$ cat src/rtl/riscv_pkg.sv
// Shared fetch/decode types: XLEN, opcode constants, fetch FSM states, PC step.
// Latency: n/a (types and constants only).
// Backpressure: n/a.
package riscv_pkg;

    localparam int XLEN = 32;
    localparam int PC_STEP = 4;

    localparam logic [6:0] OP_RTYPE  = 7'b0110011;
    localparam logic [6:0] OP_LOAD   = 7'b0000011;
    localparam logic [6:0] OP_STORE  = 7'b0100011;
    localparam logic [6:0] OP_BRANCH = 7'b1100011;
    localparam logic [6:0] OP_BUBBLE = 7'b0000000;

    typedef enum logic [1:0] {
        IDLE = 2'd0,
        REQ  = 2'd1,
        HOLD = 2'd2,
        DROP = 2'd3
    } fetch_state_t;

endpackage

$ cat src/rtl/fetch_stage_if.sv
// Fetch-stage bundle: instruction-memory req/ack port, branch redirect, decode slot.
// Latency: n/a (wires only).
// Backpressure: decode stalls via id_ready; memory stalls by withholding imem_ack.
interface fetch_stage_if #(
    parameter int XLEN = riscv_pkg::XLEN
);
    logic            imem_req;
    logic [XLEN-1:0] imem_addr;
    logic            imem_ack;
    logic [XLEN-1:0] imem_rdata;
    logic            redirect_valid;
    logic [XLEN-1:0] redirect_pc;
    logic            id_valid;
    logic            id_ready;
    logic [XLEN-1:0] id_instr;
    logic [XLEN-1:0] id_pc;
    logic [6:0]      id_op;

    // The fetch stage itself.
    modport master (
        output imem_req, imem_addr, id_valid, id_instr, id_pc, id_op,
        input  imem_ack, imem_rdata, redirect_valid, redirect_pc, id_ready
    );

    // Memory, branch unit and decoder seen from the other side.
    modport slave (
        input  imem_req, imem_addr, id_valid, id_instr, id_pc, id_op,
        output imem_ack, imem_rdata, redirect_valid, redirect_pc, id_ready
    );
endinterface

$ cat src/rtl/fetch_skid_buf.sv
// One-entry instruction+PC parking slot used when decode is stalled at ack time.
// Latency: load visible on the next clock; unload/clear empty it on the next clock.
// Backpressure: none internally; the owner only loads when the entry is empty.
module fetch_skid_buf #(
    parameter int XLEN = 32
) (
    input  logic            clk,
    input  logic            rst_n,
    input  logic            load,
    input  logic            unload,
    input  logic            clear,
    input  logic [XLEN-1:0] in_instr,
    input  logic [XLEN-1:0] in_pc,
    output logic            vld,
    output logic [XLEN-1:0] out_instr,
    output logic [XLEN-1:0] out_pc
);

    // Clear/unload win over load so a squash never leaves a stale entry behind.
    always_ff @(posedge clk or negedge rst_n) begin
        if (!rst_n) begin
            vld       <= 1'b0;
            out_instr <= '0;
            out_pc    <= '0;
        end else if (clear || unload) begin
            vld <= 1'b0;
        end else if (load) begin
            vld       <= 1'b1;
            out_instr <= in_instr;
            out_pc    <= in_pc;
        end
    end

endmodule

$ cat src/rtl/fetch_stage.sv
// Instruction fetch: owns the PC, drives imem req/ack, presents one registered instr to decode.
// Latency: id_* valid one clock after imem_ack; redirect squashes in-flight and presented work.
// Backpressure: id_ready=0 parks one response in a skid entry and drops imem_req; optional perf counters under FETCH_PERF_CNT_EN.
module fetch_stage #(
    parameter int              XLEN     = riscv_pkg::XLEN,
    parameter logic [XLEN-1:0] RESET_PC = 32'h0000_0000
) (
    input  logic         clk,
    input  logic         rst_n,
    fetch_stage_if.master bus
`ifdef FETCH_PERF_CNT_EN
    ,
    output logic [31:0]  perf_fetched,
    output logic [31:0]  perf_stall,
    output logic [15:0]  perf_squash
`endif
);
    import riscv_pkg::*;

    fetch_state_t    state;
    logic [XLEN-1:0] pc_q;
    logic [XLEN-1:0] addr_q;
    logic            req_q;
    logic            valid_q;
    logic [XLEN-1:0] instr_q;
    logic [XLEN-1:0] ipc_q;

    logic [XLEN-1:0] pc_inc;
    logic            slot_free;
    logic            skid_load;
    logic            skid_unload;
    logic            skid_clear;
    logic            skid_vld;
    logic [XLEN-1:0] skid_instr;
    logic [XLEN-1:0] skid_pc;

    assign pc_inc    = pc_q + XLEN'(PC_STEP);
    assign slot_free = !valid_q || bus.id_ready;

    // Park only when decode cannot take the response; a redirect always empties the entry.
    assign skid_load   = (state == REQ) && bus.imem_ack && !bus.redirect_valid && !slot_free;
    assign skid_unload = (state == HOLD) && bus.id_ready && !bus.redirect_valid;
    assign skid_clear  = bus.redirect_valid;

    fetch_skid_buf #(.XLEN(XLEN)) u_skid (
        .clk       (clk),
        .rst_n     (rst_n),
        .load      (skid_load),
        .unload    (skid_unload),
        .clear     (skid_clear),
        .in_instr  (bus.imem_rdata),
        .in_pc     (pc_q),
        .vld       (skid_vld),
        .out_instr (skid_instr),
        .out_pc    (skid_pc)
    );

    // Fetch FSM with registered request/address and decode-slot outputs; redirect has top priority.
    always_ff @(posedge clk or negedge rst_n) begin
        if (!rst_n) begin
            state   <= IDLE;
            pc_q    <= RESET_PC;
            addr_q  <= RESET_PC;
            req_q   <= 1'b0;
            valid_q <= 1'b0;
            instr_q <= '0;
            ipc_q   <= '0;
        end else if (bus.redirect_valid) begin
            valid_q <= 1'b0;
            pc_q    <= bus.redirect_pc;
            case (state)
                REQ, DROP: begin
                    req_q <= 1'b1;
                    if (bus.imem_ack) begin
                        // Response in this cycle belongs to the old path: discard it.
                        state  <= REQ;
                        addr_q <= bus.redirect_pc;
                    end else begin
                        // Memory still owes a response at the old address; keep it stable.
                        state <= DROP;
                    end
                end
                default: begin
                    state  <= REQ;
                    req_q  <= 1'b1;
                    addr_q <= bus.redirect_pc;
                end
            endcase
        end else begin
            case (state)
                IDLE: begin
                    state  <= REQ;
                    req_q  <= 1'b1;
                    addr_q <= pc_q;
                end
                REQ: begin
                    if (bus.imem_ack) begin
                        pc_q   <= pc_inc;
                        addr_q <= pc_inc;
                        if (slot_free) begin
                            valid_q <= 1'b1;
                            instr_q <= bus.imem_rdata;
                            ipc_q   <= pc_q;
                        end else begin
                            state <= HOLD;
                            req_q <= 1'b0;
                        end
                    end else if (bus.id_ready) begin
                        valid_q <= 1'b0;
                    end
                end
                HOLD: begin
                    if (bus.id_ready && skid_vld) begin
                        valid_q <= 1'b1;
                        instr_q <= skid_instr;
                        ipc_q   <= skid_pc;
                        state   <= REQ;
                        req_q   <= 1'b1;
                        addr_q  <= pc_q;
                    end
                end
                DROP: begin
                    if (bus.imem_ack) begin
                        state  <= REQ;
                        addr_q <= pc_q;
                    end
                    if (bus.id_ready) begin
                        valid_q <= 1'b0;
                    end
                end
                default: begin
                    state <= IDLE;
                    req_q <= 1'b0;
                end
            endcase
        end
    end

    assign bus.imem_req  = req_q;
    assign bus.imem_addr = addr_q;
    assign bus.id_valid  = valid_q;
    assign bus.id_instr  = instr_q;
    assign bus.id_pc     = ipc_q;
    assign bus.id_op     = valid_q ? instr_q[6:0] : OP_BUBBLE;

`ifdef FETCH_PERF_CNT_EN
    logic fetched_evt;
    logic squash_evt;
    logic stall_evt;

    assign fetched_evt = bus.imem_ack && (state == REQ) && !bus.redirect_valid;
    assign squash_evt  = bus.imem_ack && ((state == DROP) || ((state == REQ) && bus.redirect_valid));
    assign stall_evt   = valid_q && !bus.id_ready;

    // Saturating event counters.
    always_ff @(posedge clk or negedge rst_n) begin
        if (!rst_n) begin
            perf_fetched <= '0;
            perf_stall   <= '0;
            perf_squash  <= '0;
        end else begin
            if (fetched_evt && (perf_fetched != '1)) perf_fetched <= perf_fetched + 32'd1;
            if (stall_evt && (perf_stall != '1))     perf_stall   <= perf_stall + 32'd1;
            if (squash_evt && (perf_squash != '1))   perf_squash  <= perf_squash + 16'd1;
        end
    end
`endif

endmodule
$ cat src/flat_wrapper.sv
// flat-port wrapper written by rule: the top's interface ports become plain ports
module fetch_stage_flat import riscv_pkg::*;
#(
    parameter int              XLEN     = riscv_pkg::XLEN,
    parameter logic [XLEN-1:0] RESET_PC = 32'h0000_0000
)
  (clk, rst_n, bus_imem_req, bus_imem_addr, bus_id_valid, bus_id_instr, bus_id_pc, bus_id_op, bus_imem_ack, bus_imem_rdata, bus_redirect_valid, bus_redirect_pc, bus_id_ready);
  fetch_stage_if #(.XLEN(XLEN)) bus_i ();
  input  logic clk;
  input  logic rst_n;
  output wire logic [$bits(bus_i.imem_req)-1:0] bus_imem_req;
  output wire logic [$bits(bus_i.imem_addr)-1:0] bus_imem_addr;
  output wire logic [$bits(bus_i.id_valid)-1:0] bus_id_valid;
  output wire logic [$bits(bus_i.id_instr)-1:0] bus_id_instr;
  output wire logic [$bits(bus_i.id_pc)-1:0] bus_id_pc;
  output wire logic [$bits(bus_i.id_op)-1:0] bus_id_op;
  input wire logic [$bits(bus_i.imem_ack)-1:0] bus_imem_ack;
  input wire logic [$bits(bus_i.imem_rdata)-1:0] bus_imem_rdata;
  input wire logic [$bits(bus_i.redirect_valid)-1:0] bus_redirect_valid;
  input wire logic [$bits(bus_i.redirect_pc)-1:0] bus_redirect_pc;
  input wire logic [$bits(bus_i.id_ready)-1:0] bus_id_ready;
  assign bus_imem_req = bus_i.imem_req;
  assign bus_imem_addr = bus_i.imem_addr;
  assign bus_id_valid = bus_i.id_valid;
  assign bus_id_instr = bus_i.id_instr;
  assign bus_id_pc = bus_i.id_pc;
  assign bus_id_op = bus_i.id_op;
  assign bus_i.imem_ack = bus_imem_ack;
  assign bus_i.imem_rdata = bus_imem_rdata;
  assign bus_i.redirect_valid = bus_redirect_valid;
  assign bus_i.redirect_pc = bus_redirect_pc;
  assign bus_i.id_ready = bus_id_ready;
  fetch_stage #(.XLEN(XLEN), .RESET_PC(RESET_PC)) u_core (.clk(clk), .rst_n(rst_n), .bus(bus_i));
endmodule
$ cat config.mk
export PLATFORM = sky130hd
export DESIGN_NAME = fetch_stage_flat
export DESIGN_NICKNAME = d
export VERILOG_FILES = /design/src/rtl/riscv_pkg.sv /design/src/rtl/fetch_stage_if.sv /design/src/rtl/fetch_skid_buf.sv /design/src/rtl/fetch_stage.sv /design/src/flat_wrapper.sv
export SDC_FILE = /design/constraint.sdc
export NUM_CORES = 1
export LEC_CHECK = 0
export BUFFER_PORTS_ARGS = -buffer_cell sky130_fd_sc_hd__buf_4
export CAP_MARGIN = 20
export CORE_UTILIZATION = 58
export CTS_BUF_LIST = sky130_fd_sc_hd__clkbuf_2 sky130_fd_sc_hd__clkbuf_4 sky130_fd_sc_hd__clkbuf_8
export DETAILED_ROUTE_END_ITERATION = 10
export PLACE_DENSITY_LB_ADDON = 0.2
export SETUP_SLACK_MARGIN = 0.1
export SLEW_MARGIN = 20
export SYNTH_ARGS = -nofsm -noshare
export SYNTH_HDL_FRONTEND = slang
export SYNTH_SLANG_ARGS = --single-unit
$ cat constraint.sdc
create_clock -name clk -period 2.9 [get_ports clk]
set_clock_uncertainty 0.1 [all_clocks]
set_input_delay 0.145 -clock clk [delete_from_list [all_inputs] [get_ports clk]]
set_output_delay 0.145 -clock clk [all_outputs]
set_load 0.01 [all_outputs]
==> flow_summary.html, run 1 <==
<table>
<tr><th>Metric</th><th>Value</th></tr>
<tr><th colspan="2">Clock network</th></tr>
<tr><td>Number of buffers created by CTS</td><td>17</td></tr>
<tr><td>CTS tree</td><td>built</td></tr>
<tr><td>Post-cts hold buffer count</td><td>67</td></tr>
<tr><td>Maximum level of the CTS H-tree</td><td>4</td></tr>
<tr><td>Number of resized instances in the post-cts repair step</td><td>0</td></tr>
<tr><td>Clock edge transition at the registers on the reported setup and hold paths</td><td>~0.09 ns</td></tr>
<tr><td>Number of sinks handled by clock tree synthesis</td><td>~200</td></tr>
<tr><td>Clock insertion delay at the later pin of the skew report</td><td>between 0.4 and 0.5 ns</td></tr>
<tr><td>CTS Buffer Depth</td><td>2</td></tr>
<tr><td>Buffer type at the clock tree root</td><td>sky130_fd_sc_hd__clkbuf_8</td></tr>
<tr><td>Post-CTS Setup Bufs</td><td>0</td></tr>
<tr><th colspan="2">STA</th></tr>
<tr><td>FMAX</td><td>around 400 MHz</td></tr>
<tr><td>Part of the cycle the worst path needs</td><td>slightly below 90%</td></tr>
<tr><td>Post-layout min period</td><td>2.525 ns</td></tr>
<tr><td>RSZ-0062 raised after global routing</td><td>no</td></tr>
<tr><td>Max transition margin</td><td>a little under half</td></tr>
<tr><td>Accumulated negative setup slack</td><td>0 ns</td></tr>
<tr><td>Total count of max-transition violations in the final report</td><td>0</td></tr>
<tr><td>Final Worst Setup Slack</td><td>0.3745 ns</td></tr>
<tr><td>Final number of hold-violating endpoints</td><td>0</td></tr>
<tr><td>Total setup violations reported at the end of the flow</td><td>0</td></tr>
<tr><td>Transition time at the pin with the least slew margin</td><td>between 0.8 and 0.9 ns</td></tr>
<tr><th colspan="2">Global routing</th></tr>
<tr><td>Maximum number of pins on one net before global-route repair</td><td>91</td></tr>
<tr><td>First-pass GRT wire length</td><td>~39000 um</td></tr>
<tr><td>Vias in the first global route</td><td>~8000</td></tr>
<tr><td>GR Overflow Total</td><td>0</td></tr>
<tr><td>Antenna violations before repair</td><td>0</td></tr>
<tr><td>Overall routing resource usage</td><td>30.25%</td></tr>
<tr><th colspan="2">Cells and area</th></tr>
<tr><td>Antenna diode instance count</td><td>0</td></tr>
<tr><td>Fraction of layout cells with a size suffix above 1</td><td>27.91%</td></tr>
<tr><td>Multi-input gate area</td><td>approximately 4300 sq um</td></tr>
<tr><td>Most frequent cells in the layout</td><td>197 x sky130_fd_sc_hd__buf_4, 197 x sky130_fd_sc_hd__dfrtp_1, 116 x sky130_fd_sc_hd__nand2_1</td></tr>
<tr><td>Fill count</td><td>roughly 1100</td></tr>
<tr><td>Area growth from synthesis to layout</td><td>27.43%</td></tr>
<tr><td>Storage element area</td><td>4930 sq um</td></tr>
<tr><td>Design Area, Final</td><td>12200 sq um</td></tr>
<tr><td>Final net count</td><td>about 1200</td></tr>
<tr><th colspan="2">Placed design</th></tr>
<tr><td>Number of port buffers</td><td>~170</td></tr>
<tr><td>Final weighted congestion in routability-driven placement</td><td>between 0.9 and 1</td></tr>
<tr><td>DP Wirelength</td><td>around 16000 um</td></tr>
<tr><td>Setup Slack @ Placement</td><td>about 0.44 ns</td></tr>
<tr><td>Instance area at placement</td><td>around 11000 sq um</td></tr>
<tr><th colspan="2">Route</th></tr>
<tr><td>Starting DRC count in detailed routing</td><td>~600</td></tr>
<tr><td>DR vias</td><td>between 7000 and 8000</td></tr>
<tr><td>DRC Markers</td><td>0</td></tr>
<tr><td>Final Routed Wirelength</td><td>between 20000 and 25000 um</td></tr>
<tr><td>Wire length per cell</td><td>18.36 um</td></tr>
<tr><td>Number of vias per cell after detailed routing</td><td>5.836</td></tr>
<tr><td>Antenna violation net count after detailed routing</td><td>0</td></tr>
<tr><td>Detailed-router iteration count before antenna repair</td><td>5</td></tr>
<tr><th colspan="2">Synth</th></tr>
<tr><td>Sequential fraction of the synthesis area</td><td>between 50% and 60%</td></tr>
<tr><td>Mapped Avg Cell Area</td><td>10.38 sq um</td></tr>
<tr><td>Primary flip-flop cell chosen by synthesis mapping</td><td>sky130_fd_sc_hd__dfrtp_1</td></tr>
<tr><td>Post-Syn Area</td><td>about 9600 sq um</td></tr>
<tr><td>Count of flip-flops with a built-in enable after synthesis</td><td>0</td></tr>
<tr><td>Cell count after synthesis</td><td>922</td></tr>
<tr><td>Share of flip-flops with an asynchronous set or reset</td><td>between 90% and 100%</td></tr>
<tr><td>Flops &amp; latches, synth</td><td>197</td></tr>
<tr><td>Synth cell types</td><td>55</td></tr>
<tr><td>Number of warning messages in the yosys log</td><td>0</td></tr>
<tr><td>Number of nets produced by synthesis</td><td>roughly 1000</td></tr>
<tr><th colspan="2">Power and ir drop</th></tr>
<tr><td>Relative contribution of the clock network to total power</td><td>around 17%</td></tr>
<tr><td>Logic gate share of total power</td><td>39.9%</td></tr>
<tr><td>Pint</td><td>a little under 7 mW</td></tr>
<tr><td>Switching part of the total</td><td>a little over a third</td></tr>
<tr><td>Switching Power</td><td>~3.8 mW</td></tr>
<tr><td>Total Power Consumption</td><td>~11 mW</td></tr>
<tr><td>Peak VDD IR</td><td>528.2 uV</td></tr>
<tr><td>Power density over the cells</td><td>~860 nW/um^2</td></tr>
<tr><td>Static leakage power</td><td>5.405 nW</td></tr>
<tr><td>Sequential share of power</td><td>between 40% and 50%</td></tr>
<tr><th colspan="2">Critical path</th></tr>
<tr><td>Cell family contributing the most delay on the critical path</td><td>simple AND/OR/NAND/NOR gates</td></tr>
<tr><td>Largest fanout on the critical path</td><td>8</td></tr>
<tr><td>Bufs and invs on worst path</td><td>0</td></tr>
<tr><td>Arrival time at the worst endpoint</td><td>around 2.8 ns</td></tr>
<tr><td>Number of stages on the worst setup path</td><td>5</td></tr>
<tr><td>Kind of start point of the critical path</td><td>register</td></tr>
<tr><td>Data required time at the worst endpoint</td><td>roughly 3.2 ns</td></tr>
<tr><td>Sequence of cells on the critical path</td><td>nand4_4 &gt; or4_1 &gt; or4_1 &gt; a21oi_1 &gt; o32a_1</td></tr>
<tr><td>Largest incremental delay on the critical path</td><td>around 0.7 ns</td></tr>
<tr><td>Most prevalent standard cell on the critical path</td><td>sky130_fd_sc_hd__or4_1</td></tr>
<tr><td>Path type of the worst setup path</td><td>reg -&gt; reg</td></tr>
<tr><td>Slowest library cell on the worst path</td><td>sky130_fd_sc_hd__or4_1</td></tr>
<tr><td>Critical path endpoint category</td><td>register</td></tr>
<tr><td>Reg2reg path depth</td><td>5</td></tr>
<tr><th colspan="2">Run status</th></tr>
<tr><td>Outcome</td><td>completed</td></tr>
<tr><th colspan="2">Worst hold path</th></tr>
<tr><td>Cell depth of the worst hold path</td><td>3</td></tr>
<tr><td>Worst min-delay path category</td><td>in -&gt; reg</td></tr>
<tr><th colspan="2">Floorplanning</th></tr>
<tr><td>Die Outline Area</td><td>roughly 17000 sq um</td></tr>
<tr><td>I/O Pins</td><td>between 150 and 200</td></tr>
<tr><td>Overall die height</td><td>between 100 and 150 um</td></tr>
<tr><td>Rows</td><td>46</td></tr>
<tr><td>Core footprint</td><td>16000 sq um</td></tr>
<tr><td>Die boundary width</td><td>around 130 um</td></tr>
<tr><td>Initial core utilization</td><td>59.84%</td></tr>
<tr><th colspan="2">Run</th></tr>
<tr><td>Total of max-cap violations</td><td>0</td></tr>
</table>
## cells in the mapped netlist (all sizes together), types with 2 or more instances
master	number	area, sq um
a211oi	3	22.52
a21boi	3	22.52
a21o	2	15.01
a21oi	43	215.2
a22o	3	26.28
a2bb2oi	2	17.52
a31oi	4	25.02
and2	12	75.08
and3	6	37.54
and4	3	26.28
buf	31	160.2
clkbuf	46	173.9
dfrtp	197	4930
ha	5	62.56
inv	5	18.76
mux2	76	855.8
mux2i	65	650.6
nand2	117	439.2
nand3	22	110.1
nand4	19	133.9
nor2	40	150.1
nor2b	4	25.02
nor3	9	45.04
nor4	5	37.53
o211ai	2	15.01
o21ai	105	525.5
o221ai	2	17.52
o22ai	7	43.79
o2bb2ai	2	17.52
o31ai	9	67.56
o32a	4	40.04
or2	2	12.51
or3	7	43.79
or4	6	48.80
xnor2	23	201.4
xor2	23	201.4
## layout make-up
cell class,count,area share [%]
timing repair buffer,270,18.55
inverter,5,0.1538
clock inverter,8,1.036
sequential,197,40.41
clock buffer,20,2.205
tap,216,2.215
multi-input combinational,643,35.43
## worst min-delay path: stages
cell and delay [ns]:
sky130_fd_sc_hd__buf_4 0.29, sky130_fd_sc_hd__nand2_1 0.11, sky130_fd_sc_hd__o21ai_0 0.06
## registers in the layout (all words and copies together), names as in the netlist
| name | cells |
|---|---|
| u_core.bus.imem_req | 1 |
| u_core.bus.id_valid | 1 |
| u_core.bus.id_instr | 32 |
| u_core.u_skid.out_instr | 32 |
| u_core.bus.imem_addr | 32 |
| u_core.u_skid.vld | 1 |
| u_core.pc_q | 32 |
| u_core.u_skid.out_pc | 32 |
| u_core.bus.id_pc | 32 |
| u_core.state | 2 |
## metal layers
layer  part of all wire (%)  global-route usage (%)  wire (um)  vias to the layer above
li1                       -                       -          -                     3656
met1                     42                   40.17      10560                     3915
met2                     48                   48.86      12070                      299
met3                    6.5                   6.107       1626                       61
met4                    2.7                   12.24        683                        0
met5                      0                       0          0                        -
## power groups by stage
stage,sequential [mW],combinational [mW],clock (mW)
2_1_floorplan,4.63,2.08,0
3_3_place_gp,4.53,3.97,0
3_5_place_dp,4.57,4.10,0
4_1_cts,4.52,4.20,1.85
5_1_grt,4.67,4.60,1.94
6_report,4.54,4.21,1.80
## path summary, 6_finish.rpt
check,endpoint,slack (ns),startpoint
worst max-delay path,u_core.bus.imem_addr[27],0.37,u_core.pc_q[6]
worst min-delay path,u_core.pc_q[12],0.11,bus_redirect_valid
worst max register to register,u_core.bus.imem_addr[27],0.37,u_core.pc_q[6]
worst min register to register,u_core.bus.id_instr[9],0.39,u_core.bus.id_instr[9]
max in group asynchronous,u_core.u_skid.out_pc[25],1.72,rst_n
min in group asynchronous,u_core.bus.id_pc[9],0.19,rst_n
## cells by family after synthesis
family | synth area share [%]
simple gates | 12.61
flops | 51.49
compound gates | 11.62
mux | 15.73
buf+inv | 3.685
xor+xnor | 4.208
fa+ha+maj | 0.6534
## metrics by stage
step | cells | util, % | hold slack [ns]
final | 1359 | 76.25 | 0.1101
after global routing | 1359 | 76.25 | 0.09462
after CTS | 1359 | 76.25 | 0.06765
after detailed placement | 1264 | 69.59 | 0.1666
after global placement | 1264 | 69.59 | 0.1616
after floorplan | 922 | - | -0.2506
No activity file was read; power rests on OpenSTA's default activity.
==> inputs of run 2 (changes only) <==
--- a/config.mk
+++ b/config.mk
@@ -7,7 +7,7 @@
 export LEC_CHECK = 0
 export BUFFER_PORTS_ARGS = -buffer_cell sky130_fd_sc_hd__buf_4
 export CAP_MARGIN = 20
-export CORE_UTILIZATION = 58
+export CORE_UTILIZATION = 52
 export CTS_BUF_LIST = sky130_fd_sc_hd__clkbuf_2 sky130_fd_sc_hd__clkbuf_4 sky130_fd_sc_hd__clkbuf_8
 export DETAILED_ROUTE_END_ITERATION = 10
 export PLACE_DENSITY_LB_ADDON = 0.2
==> constraint.sdc (replaced) <==
create_clock -name clk -period 2.2 [get_ports clk]
set_clock_uncertainty 0.1 [all_clocks]
set_input_delay 0.11 -clock clk [delete_from_list [all_inputs] [get_ports clk]]
set_output_delay 0.11 -clock clk [all_outputs]
set_load 0.01 [all_outputs]
==> run 2 against run 1 <==
First-iteration DRC count decreased by 7.8%. Non-clock buffer count rose by 40. Highest routed layer unchanged. Worst setup slack worse by 0.29 ns. Total power rose by 35%. Global-route usage is 3.7 points lower. Design area rose by 3.8%. Combinational power up 38%. Worst hold slack worse by 0.075 ns. Flip-flop and latch count is the same. Critical path depth did not move. Maximum frequency rose by 19%.
==> flow_summary.html, run 2 (same netlist as run 1, synthesis figures left out) <==
<table>
<tr><th>Metric</th><th>Value</th></tr>
<tr><th colspan="2">STA</th></tr>
<tr><td>Accumulated negative setup slack</td><td>0 ns</td></tr>
<tr><td>Total setup violations reported at the end of the flow</td><td>0</td></tr>
<tr><td>Final number of hold-violating endpoints</td><td>0</td></tr>
<tr><td>RSZ-0062 raised after global routing</td><td>yes</td></tr>
<tr><td>Max transition margin</td><td>between 50% and 60%</td></tr>
<tr><td>Total count of max-transition violations in the final report</td><td>0</td></tr>
<tr><td>Final Worst Setup Slack</td><td>about 0.084 ns</td></tr>
<tr><td>Transition time at the pin with the least slew margin</td><td>0.6431 ns</td></tr>
<tr><td>Post-layout min period</td><td>2.116 ns</td></tr>
<tr><td>Part of the cycle the worst path needs</td><td>96.18%</td></tr>
<tr><td>FMAX</td><td>between 400 and 500 MHz</td></tr>
<tr><th colspan="2">Critical path</th></tr>
<tr><td>Sequence of cells on the critical path</td><td>nand4_1 &gt; nor4_4 &gt; or3b_2 &gt; xnor2_1 &gt; mux2_2</td></tr>
<tr><td>Reg2reg path depth</td><td>5</td></tr>
<tr><td>Largest fanout on the critical path</td><td>4</td></tr>
<tr><td>Slowest library cell on the worst path</td><td>sky130_fd_sc_hd__or3b_2</td></tr>
<tr><td>Worst-case register-to-register setup slack</td><td>between 0.08 and 0.09 ns</td></tr>
<tr><td>Bufs and invs on worst path</td><td>0</td></tr>
<tr><td>Kind of start point of the critical path</td><td>register</td></tr>
<tr><td>Largest incremental delay on the critical path</td><td>between 0.4 and 0.5 ns</td></tr>
<tr><td>FF-to-FF Start</td><td>u_core.pc_q[12]</td></tr>
<tr><td>Capture instance of the worst register-to-register path</td><td>u_core.pc_q[18]</td></tr>
<tr><td>Data required time at the worst endpoint</td><td>between 2 and 2.5 ns</td></tr>
<tr><td>Path type of the worst setup path</td><td>reg -&gt; reg</td></tr>
<tr><td>Cell family contributing the most delay on the critical path</td><td>simple AND/OR/NAND/NOR gates</td></tr>
<tr><td>Arrival time at the worst endpoint</td><td>2.38 ns</td></tr>
<tr><td>Critical path endpoint category</td><td>register</td></tr>
<tr><th colspan="2">Clock network</th></tr>
<tr><td>Clock insertion delay at the later pin of the skew report</td><td>roughly 0.48 ns</td></tr>
<tr><td>CTS tree</td><td>built</td></tr>
<tr><td>Buffer type at the clock tree root</td><td>sky130_fd_sc_hd__clkbuf_8</td></tr>
<tr><td>CTS Buffer Depth</td><td>2</td></tr>
<tr><td>Maximum level of the CTS H-tree</td><td>4</td></tr>
<tr><td>Number of sinks handled by clock tree synthesis</td><td>between 150 and 200</td></tr>
<tr><td>Number of buffers created by CTS</td><td>17</td></tr>
<tr><td>Clock edge transition at the registers on the reported setup and hold paths</td><td>about 0.10 ns</td></tr>
<tr><th colspan="2">Placed design</th></tr>
<tr><td>Final weighted congestion in routability-driven placement</td><td>0.9309</td></tr>
<tr><td>DP Wirelength</td><td>16650 um</td></tr>
<tr><td>Setup Slack @ Placement</td><td>approximately 0.057 ns</td></tr>
<tr><td>Number of port buffers</td><td>about 170</td></tr>
<tr><th colspan="2">Global routing</th></tr>
<tr><td>GR Overflow Total</td><td>0</td></tr>
<tr><td>Vias in the first global route</td><td>7445</td></tr>
<tr><td>Maximum number of pins on one net before global-route repair</td><td>66</td></tr>
<tr><td>First-pass GRT wire length</td><td>approximately 38000 um</td></tr>
<tr><td>Overall routing resource usage</td><td>around a quarter</td></tr>
<tr><td>Antenna violations before repair</td><td>0</td></tr>
<tr><th colspan="2">Route</th></tr>
<tr><td>Final Routed Wirelength</td><td>about 25000 um</td></tr>
<tr><td>Detailed route wirelength on metal3</td><td>1642 um</td></tr>
<tr><td>Top metal layer carrying routed signals</td><td>met4</td></tr>
<tr><td>Starting DRC count in detailed routing</td><td>546</td></tr>
<tr><td>Number of vias per cell after detailed routing</td><td>roughly 5.6</td></tr>
<tr><td>Met1 wire length</td><td>~11000 um</td></tr>
<tr><td>DRC Markers</td><td>0</td></tr>
<tr><td>Antenna violation net count after detailed routing</td><td>0</td></tr>
<tr><td>DR vias</td><td>about 7900</td></tr>
<tr><td>Met2 routed WL</td><td>between 10000 and 15000 um</td></tr>
<tr><td>Wire length per cell</td><td>17.50 um</td></tr>
<tr><td>Detailed-router iteration count before antenna repair</td><td>5</td></tr>
<tr><th colspan="2">Floorplanning</th></tr>
<tr><td>Die boundary width</td><td>137.7 um</td></tr>
<tr><td>Core footprint</td><td>18020 sq um</td></tr>
<tr><td>Overall die height</td><td>~140 um</td></tr>
<tr><td>Initial core utilization</td><td>53.12%</td></tr>
<tr><td>I/O Pins</td><td>roughly 170</td></tr>
<tr><td>Die Outline Area</td><td>between 15000 and 20000 sq um</td></tr>
<tr><td>Rows</td><td>49</td></tr>
<tr><th colspan="2">Cells and area</th></tr>
<tr><td>Antenna diode instance count</td><td>0</td></tr>
<tr><td>Most frequent cells in the layout</td><td>231 x sky130_fd_sc_hd__buf_4, 193 x sky130_fd_sc_hd__dfrtp_1, 113 x sky130_fd_sc_hd__nand2_1</td></tr>
<tr><td>Fraction of layout cells with a size suffix above 1</td><td>about a third</td></tr>
<tr><td>Most common library cell in the layout ignoring fill and taps</td><td>sky130_fd_sc_hd__buf_4</td></tr>
<tr><td>Final net count</td><td>1248</td></tr>
<tr><td>Area growth from synthesis to layout</td><td>32.32%</td></tr>
<tr><td>Fill count</td><td>between 1000 and 1500</td></tr>
<tr><td>Final standard cell utilization of the core</td><td>approximately 70%</td></tr>
<tr><th colspan="2">Run status</th></tr>
<tr><td>Outcome</td><td>completed</td></tr>
<tr><th colspan="2">Worst hold path</th></tr>
<tr><td>Worst min-delay path category</td><td>in -&gt; async</td></tr>
<tr><th colspan="2">Power and ir drop</th></tr>
<tr><td>Power density over the cells</td><td>between 1000 and 1500 nW/um^2</td></tr>
<tr><td>Peak VDD IR</td><td>approximately 600 uV</td></tr>
<tr><td>Static leakage power</td><td>between 5 and 6 nW</td></tr>
<tr><th colspan="2">Run</th></tr>
<tr><td>Total of max-cap violations</td><td>0</td></tr>
</table>
run 2: layer usage:
metal | up-vias | track usage (%)
li1 | 3731 | -
met1 | 3819 | 37.30
met2 | 286 | 40.93
met3 | 37 | 5.298
met4 | 0 | 9.420
met5 | - | 0
run 2: cell type report:
cell class,count,area (sq um),area share (%)
multi-input combinational,643,4387,34.63
inverter,5,18.77,0.1481
sequential,197,4935,38.95
clock inverter,15,207.7,1.640
tap,229,286.5,2.262
timing repair buffer,310,2600,20.52
clock buffer,17,234.0,1.847
run 2: where the power goes:
part           internal (mW)  leakage (nW)  total [mW]  switching, mW
logic                   2.92          2.97        5.82           2.90
registers               4.99          2.45        5.88          0.891
clock network           1.08         0.217        2.51           1.43
total                   8.99          5.63        14.2           5.22
run 2: worst max-delay path by stage:
stage                    start                  endpoint  cells after the start
6_report       u_core.pc_q[12]           u_core.pc_q[18]                      5
5_1_grt        u_core.pc_q[11]  u_core.bus.imem_addr[27]                      5
4_1_cts        u_core.state[1]   u_core.u_skid.out_pc[4]                      7
3_5_place_dp   u_core.state[1]  u_core.bus.imem_addr[24]                      7
3_3_place_gp   u_core.state[1]  u_core.bus.imem_addr[24]                      7
2_1_floorplan  u_core.state[0]   u_core.bus.id_instr[25]                      7
run 2: per-stage QoR:
step	area, sq um	total power [mW]	instances	hold slack, ns
after global placement	11430	11.40	1309	-0.002269
after detailed placement	11430	11.57	1309	-0.004833
after CTS	12590	14.22	1412	0.02826
after floorplan	9644	8.865	922	-0.2856
final	12670	14.21	1416	0.03486
after global routing	12670	15.14	1416	0.05839
run 2: repair_timing:
item                       in CTS  in global routing
pin swaps                       1                  1
hold buffers                   70                  0
gates resized for setup         5                 13
hold endpoints to repair      326                  0
setup endpoints to repair      11                140
setup buffers                   1                  3
cloned                          0                  1
==> inputs of run 3 (changes only) <==
--- a/config.mk
+++ b/config.mk
@@ -7,10 +7,12 @@
 export LEC_CHECK = 0
 export BUFFER_PORTS_ARGS = -buffer_cell sky130_fd_sc_hd__buf_4
 export CAP_MARGIN = 20
-export CORE_UTILIZATION = 52
+export CELL_PAD_IN_SITES_DETAIL_PLACEMENT = 0
+export CELL_PAD_IN_SITES_GLOBAL_PLACEMENT = 2
+export CORE_UTILIZATION = 33
 export CTS_BUF_LIST = sky130_fd_sc_hd__clkbuf_2 sky130_fd_sc_hd__clkbuf_4 sky130_fd_sc_hd__clkbuf_8
 export DETAILED_ROUTE_END_ITERATION = 10
-export PLACE_DENSITY_LB_ADDON = 0.2
+export PLACE_DENSITY = 0.88
 export SETUP_SLACK_MARGIN = 0.1
 export SLEW_MARGIN = 20
 export SYNTH_ARGS = -nofsm -noshare
==> run 3 against run 2 <==
Maximum frequency rose by 1.3%. Global-route usage shrank 7.5 points. Design area is 3.6% higher. Clock-buffer cell count stayed put. Non-clock buffer count grew 28. First-iteration DRC count down 25%. Via count rose by 0.67%. Critical path type unchanged. Largest power group is now combinational cells.
==> flow_summary.html, run 3 (same netlist as run 1, synthesis figures left out) <==
<table>
<tr><th>Metric</th><th>Value</th></tr>
<tr><th colspan="2">Run status</th></tr>
<tr><td>Outcome</td><td>completed</td></tr>
<tr><th colspan="2">Route</th></tr>
<tr><td>Number of vias per cell after detailed routing</td><td>slightly below 5</td></tr>
<tr><td>Wire length per cell</td><td>around 18 um</td></tr>
<tr><td>DR vias</td><td>around 7900</td></tr>
<tr><td>Starting DRC count in detailed routing</td><td>a little over 400</td></tr>
<tr><td>Final Routed Wirelength</td><td>approximately 28000 um</td></tr>
<tr><td>Antenna violation net count after detailed routing</td><td>0</td></tr>
<tr><td>Detailed-router iteration count before antenna repair</td><td>5</td></tr>
<tr><td>DRC Markers</td><td>0</td></tr>
<tr><th colspan="2">Floorplanning</th></tr>
<tr><td>Core footprint</td><td>28160 sq um</td></tr>
<tr><td>Die boundary width</td><td>between 150 and 200 um</td></tr>
<tr><td>Rows</td><td>a little over 60</td></tr>
<tr><td>Die Outline Area</td><td>between 20000 and 30000 sq um</td></tr>
<tr><td>I/O Pins</td><td>between 150 and 200</td></tr>
<tr><td>Overall die height</td><td>roughly 170 um</td></tr>
<tr><td>Initial core utilization</td><td>between 30% and 40%</td></tr>
<tr><th colspan="2">Global routing</th></tr>
<tr><td>First-pass GRT wire length</td><td>43280 um</td></tr>
<tr><td>GR Overflow Total</td><td>0</td></tr>
<tr><td>Maximum number of pins on one net before global-route repair</td><td>70</td></tr>
<tr><td>Overall routing resource usage</td><td>19.08%</td></tr>
<tr><td>Antenna violations before repair</td><td>0</td></tr>
<tr><td>Vias in the first global route</td><td>7728</td></tr>
<tr><th colspan="2">Cells and area</th></tr>
<tr><td>Antenna diode instance count</td><td>0</td></tr>
<tr><td>Area growth from synthesis to layout</td><td>37.02%</td></tr>
<tr><td>Most common library cell in the layout ignoring fill and taps</td><td>sky130_fd_sc_hd__buf_4</td></tr>
<tr><td>Final standard cell utilization of the core</td><td>46.58%</td></tr>
<tr><td>Post-layout instance count excluding filler cells</td><td>approximately 1600</td></tr>
<tr><td>Fraction of layout cells with a size suffix above 1</td><td>between 30% and 40%</td></tr>
<tr><td>Fill count</td><td>~2700</td></tr>
<tr><td>Most frequent cells in the layout</td><td>252 x sky130_fd_sc_hd__buf_4, 195 x sky130_fd_sc_hd__dfrtp_1, 114 x sky130_fd_sc_hd__nand2_1</td></tr>
<tr><td>Final net count</td><td>between 1000 and 1500</td></tr>
<tr><th colspan="2">Clock network</th></tr>
<tr><td>Number of buffers created by CTS</td><td>17</td></tr>
<tr><td>CTS Buffer Depth</td><td>2</td></tr>
<tr><td>Clock insertion delay at the later pin of the skew report</td><td>0.49 ns</td></tr>
<tr><td>Number of sinks handled by clock tree synthesis</td><td>between 150 and 200</td></tr>
<tr><td>Buffer type at the clock tree root</td><td>sky130_fd_sc_hd__clkbuf_8</td></tr>
<tr><td>Maximum level of the CTS H-tree</td><td>4</td></tr>
<tr><td>Clock edge transition at the registers on the reported setup and hold paths</td><td>roughly 0.12 ns</td></tr>
<tr><td>CTS tree</td><td>built</td></tr>
<tr><th colspan="2">STA</th></tr>
<tr><td>Max transition margin</td><td>58.11%</td></tr>
<tr><td>Total setup violations reported at the end of the flow</td><td>0</td></tr>
<tr><td>Final number of hold-violating endpoints</td><td>0</td></tr>
<tr><td>Hold slack</td><td>between 0.09 and 0.1 ns</td></tr>
<tr><td>Transition time at the pin with the least slew margin</td><td>approximately 0.63 ns</td></tr>
<tr><td>Part of the cycle the worst path needs</td><td>a little over nine tenths</td></tr>
<tr><td>Total count of max-transition violations in the final report</td><td>0</td></tr>
<tr><td>Accumulated negative setup slack</td><td>0 ns</td></tr>
<tr><td>Post-layout min period</td><td>between 2 and 2.5 ns</td></tr>
<tr><td>RSZ-0062 raised after global routing</td><td>yes</td></tr>
<tr><td>FMAX</td><td>approximately 480 MHz</td></tr>
<tr><th colspan="2">Critical path</th></tr>
<tr><td>FF-to-FF Start</td><td>u_core.pc_q[5]</td></tr>
<tr><td>Capture instance of the worst register-to-register path</td><td>u_core.bus.imem_addr[27]</td></tr>
<tr><td>Reg2reg path depth</td><td>5</td></tr>
<tr><td>CP endpoint</td><td>u_core.bus.imem_addr[27]</td></tr>
<tr><td>Data required time at the worst endpoint</td><td>approximately 2.5 ns</td></tr>
<tr><td>Critical path endpoint category</td><td>register</td></tr>
<tr><td>Kind of start point of the critical path</td><td>register</td></tr>
<tr><td>Worst-case register-to-register setup slack</td><td>0.11 ns</td></tr>
<tr><td>Largest fanout on the critical path</td><td>7</td></tr>
<tr><td>Start point of the critical path</td><td>u_core.pc_q[5]</td></tr>
<tr><td>Arrival time at the worst endpoint</td><td>between 2 and 2.5 ns</td></tr>
<tr><td>Path type of the worst setup path</td><td>reg -&gt; reg</td></tr>
<tr><th colspan="2">Power and ir drop</th></tr>
<tr><td>Static leakage power</td><td>roughly 5.8 nW</td></tr>
<tr><td>Total Power Consumption</td><td>between 10 and 15 mW</td></tr>
<tr><td>Peak VDD IR</td><td>~470 uV</td></tr>
<tr><td>Power density over the cells</td><td>between 1000 and 1500 nW/um^2</td></tr>
<tr><th colspan="2">Run</th></tr>
<tr><td>Total of max-cap violations</td><td>0</td></tr>
<tr><th colspan="2">Placed design</th></tr>
<tr><td>DP Cell Count</td><td>1469</td></tr>
<tr><td>Final weighted congestion in routability-driven placement</td><td>a little under 0.9</td></tr>
<tr><td>Number of port buffers</td><td>173</td></tr>
<tr><td>DP Wirelength</td><td>between 15000 and 20000 um</td></tr>
<tr><th colspan="2">Worst hold path</th></tr>
<tr><td>Worst min-delay path category</td><td>in -&gt; async</td></tr>
</table>
## run 3: changes by cell type in the layout (fill, tap and decap cells not counted), sizes merged
cell	previous run	this run
or4	6	7
buf	238	266
bufinv	2	0
clkinv	6	4
inv	11	13
clkinvlp	1	3
## run 3: power by group
group / switching [mW] / internal [mW]
sequential: 0.879 / 4.98
clock: 1.55 / 0.874
combinational: 3.07 / 3.10
## run 3: metrics by stage
step                      instance area [sq um]  worst slack [ns]
after floorplan                            9644          0.008401
after global placement                    11720           0.07733
after detailed placement                  11720           0.04202
after CTS                                 12870            0.1021
after global routing                      13120           0.02683
final                                     13120            0.1110
## run 3: metal layers
layer	part of all wire (%)	track usage, %	routed length, um	up-vias
li1	-	-	-	3802
met1	47	26.91	13410	3901
met2	47	30.43	13320	192
met3	4.1	3.067	1153	31
met4	1.4	4.617	392	0
met5	0	0	0	-
## run 3: final cells by class
class | count | area (sq um) | share of cell area (%)
tap | 378 | 473.0 | 3.605
multi-input combinational | 644 | 4424 | 33.72
inverter | 5 | 22.52 | 0.1717
timing repair buffer | 338 | 2859 | 21.79
clock inverter | 15 | 173.9 | 1.326
sequential | 197 | 4932 | 37.60
clock buffer | 17 | 234.0 | 1.784
## run 3: worst min-delay path by stage
| stage | start | end | slack [ns] |
|---|---|---|---|
| floorplan | rst_n | u_core.bus.id_instr[0] | -0.29 |
| global placement | rst_n | u_core.bus.imem_addr[3] | 0.08 |
| detailed placement | rst_n | u_core.bus.imem_addr[3] | 0.09 |
| CTS | rst_n | u_core.bus.imem_addr[3] | 0.1 |
| global route | rst_n | u_core.bus.imem_addr[3] | 0.11 |
| finish | rst_n | u_core.bus.imem_addr[3] | 0.1 |
## run 3: critical path, stage by stage (launching register included)
cell and delay, ns:
sky130_fd_sc_hd__dfrtp_1 0.42, sky130_fd_sc_hd__nand4_4 0.14, sky130_fd_sc_hd__or4_4 0.61, sky130_fd_sc_hd__or4_1 0.43, sky130_fd_sc_hd__a21oi_1 0.16, sky130_fd_sc_hd__o32a_1 0.17
## run 3: what timing repair did
item	CTS	global route
hold buffers	70	0
cloned	0	2
pin swaps	0	8
setup buffers	4	17
resized for setup	3	24
setup endpoints to repair	4	83
endpoints found under the hold margin	228	0
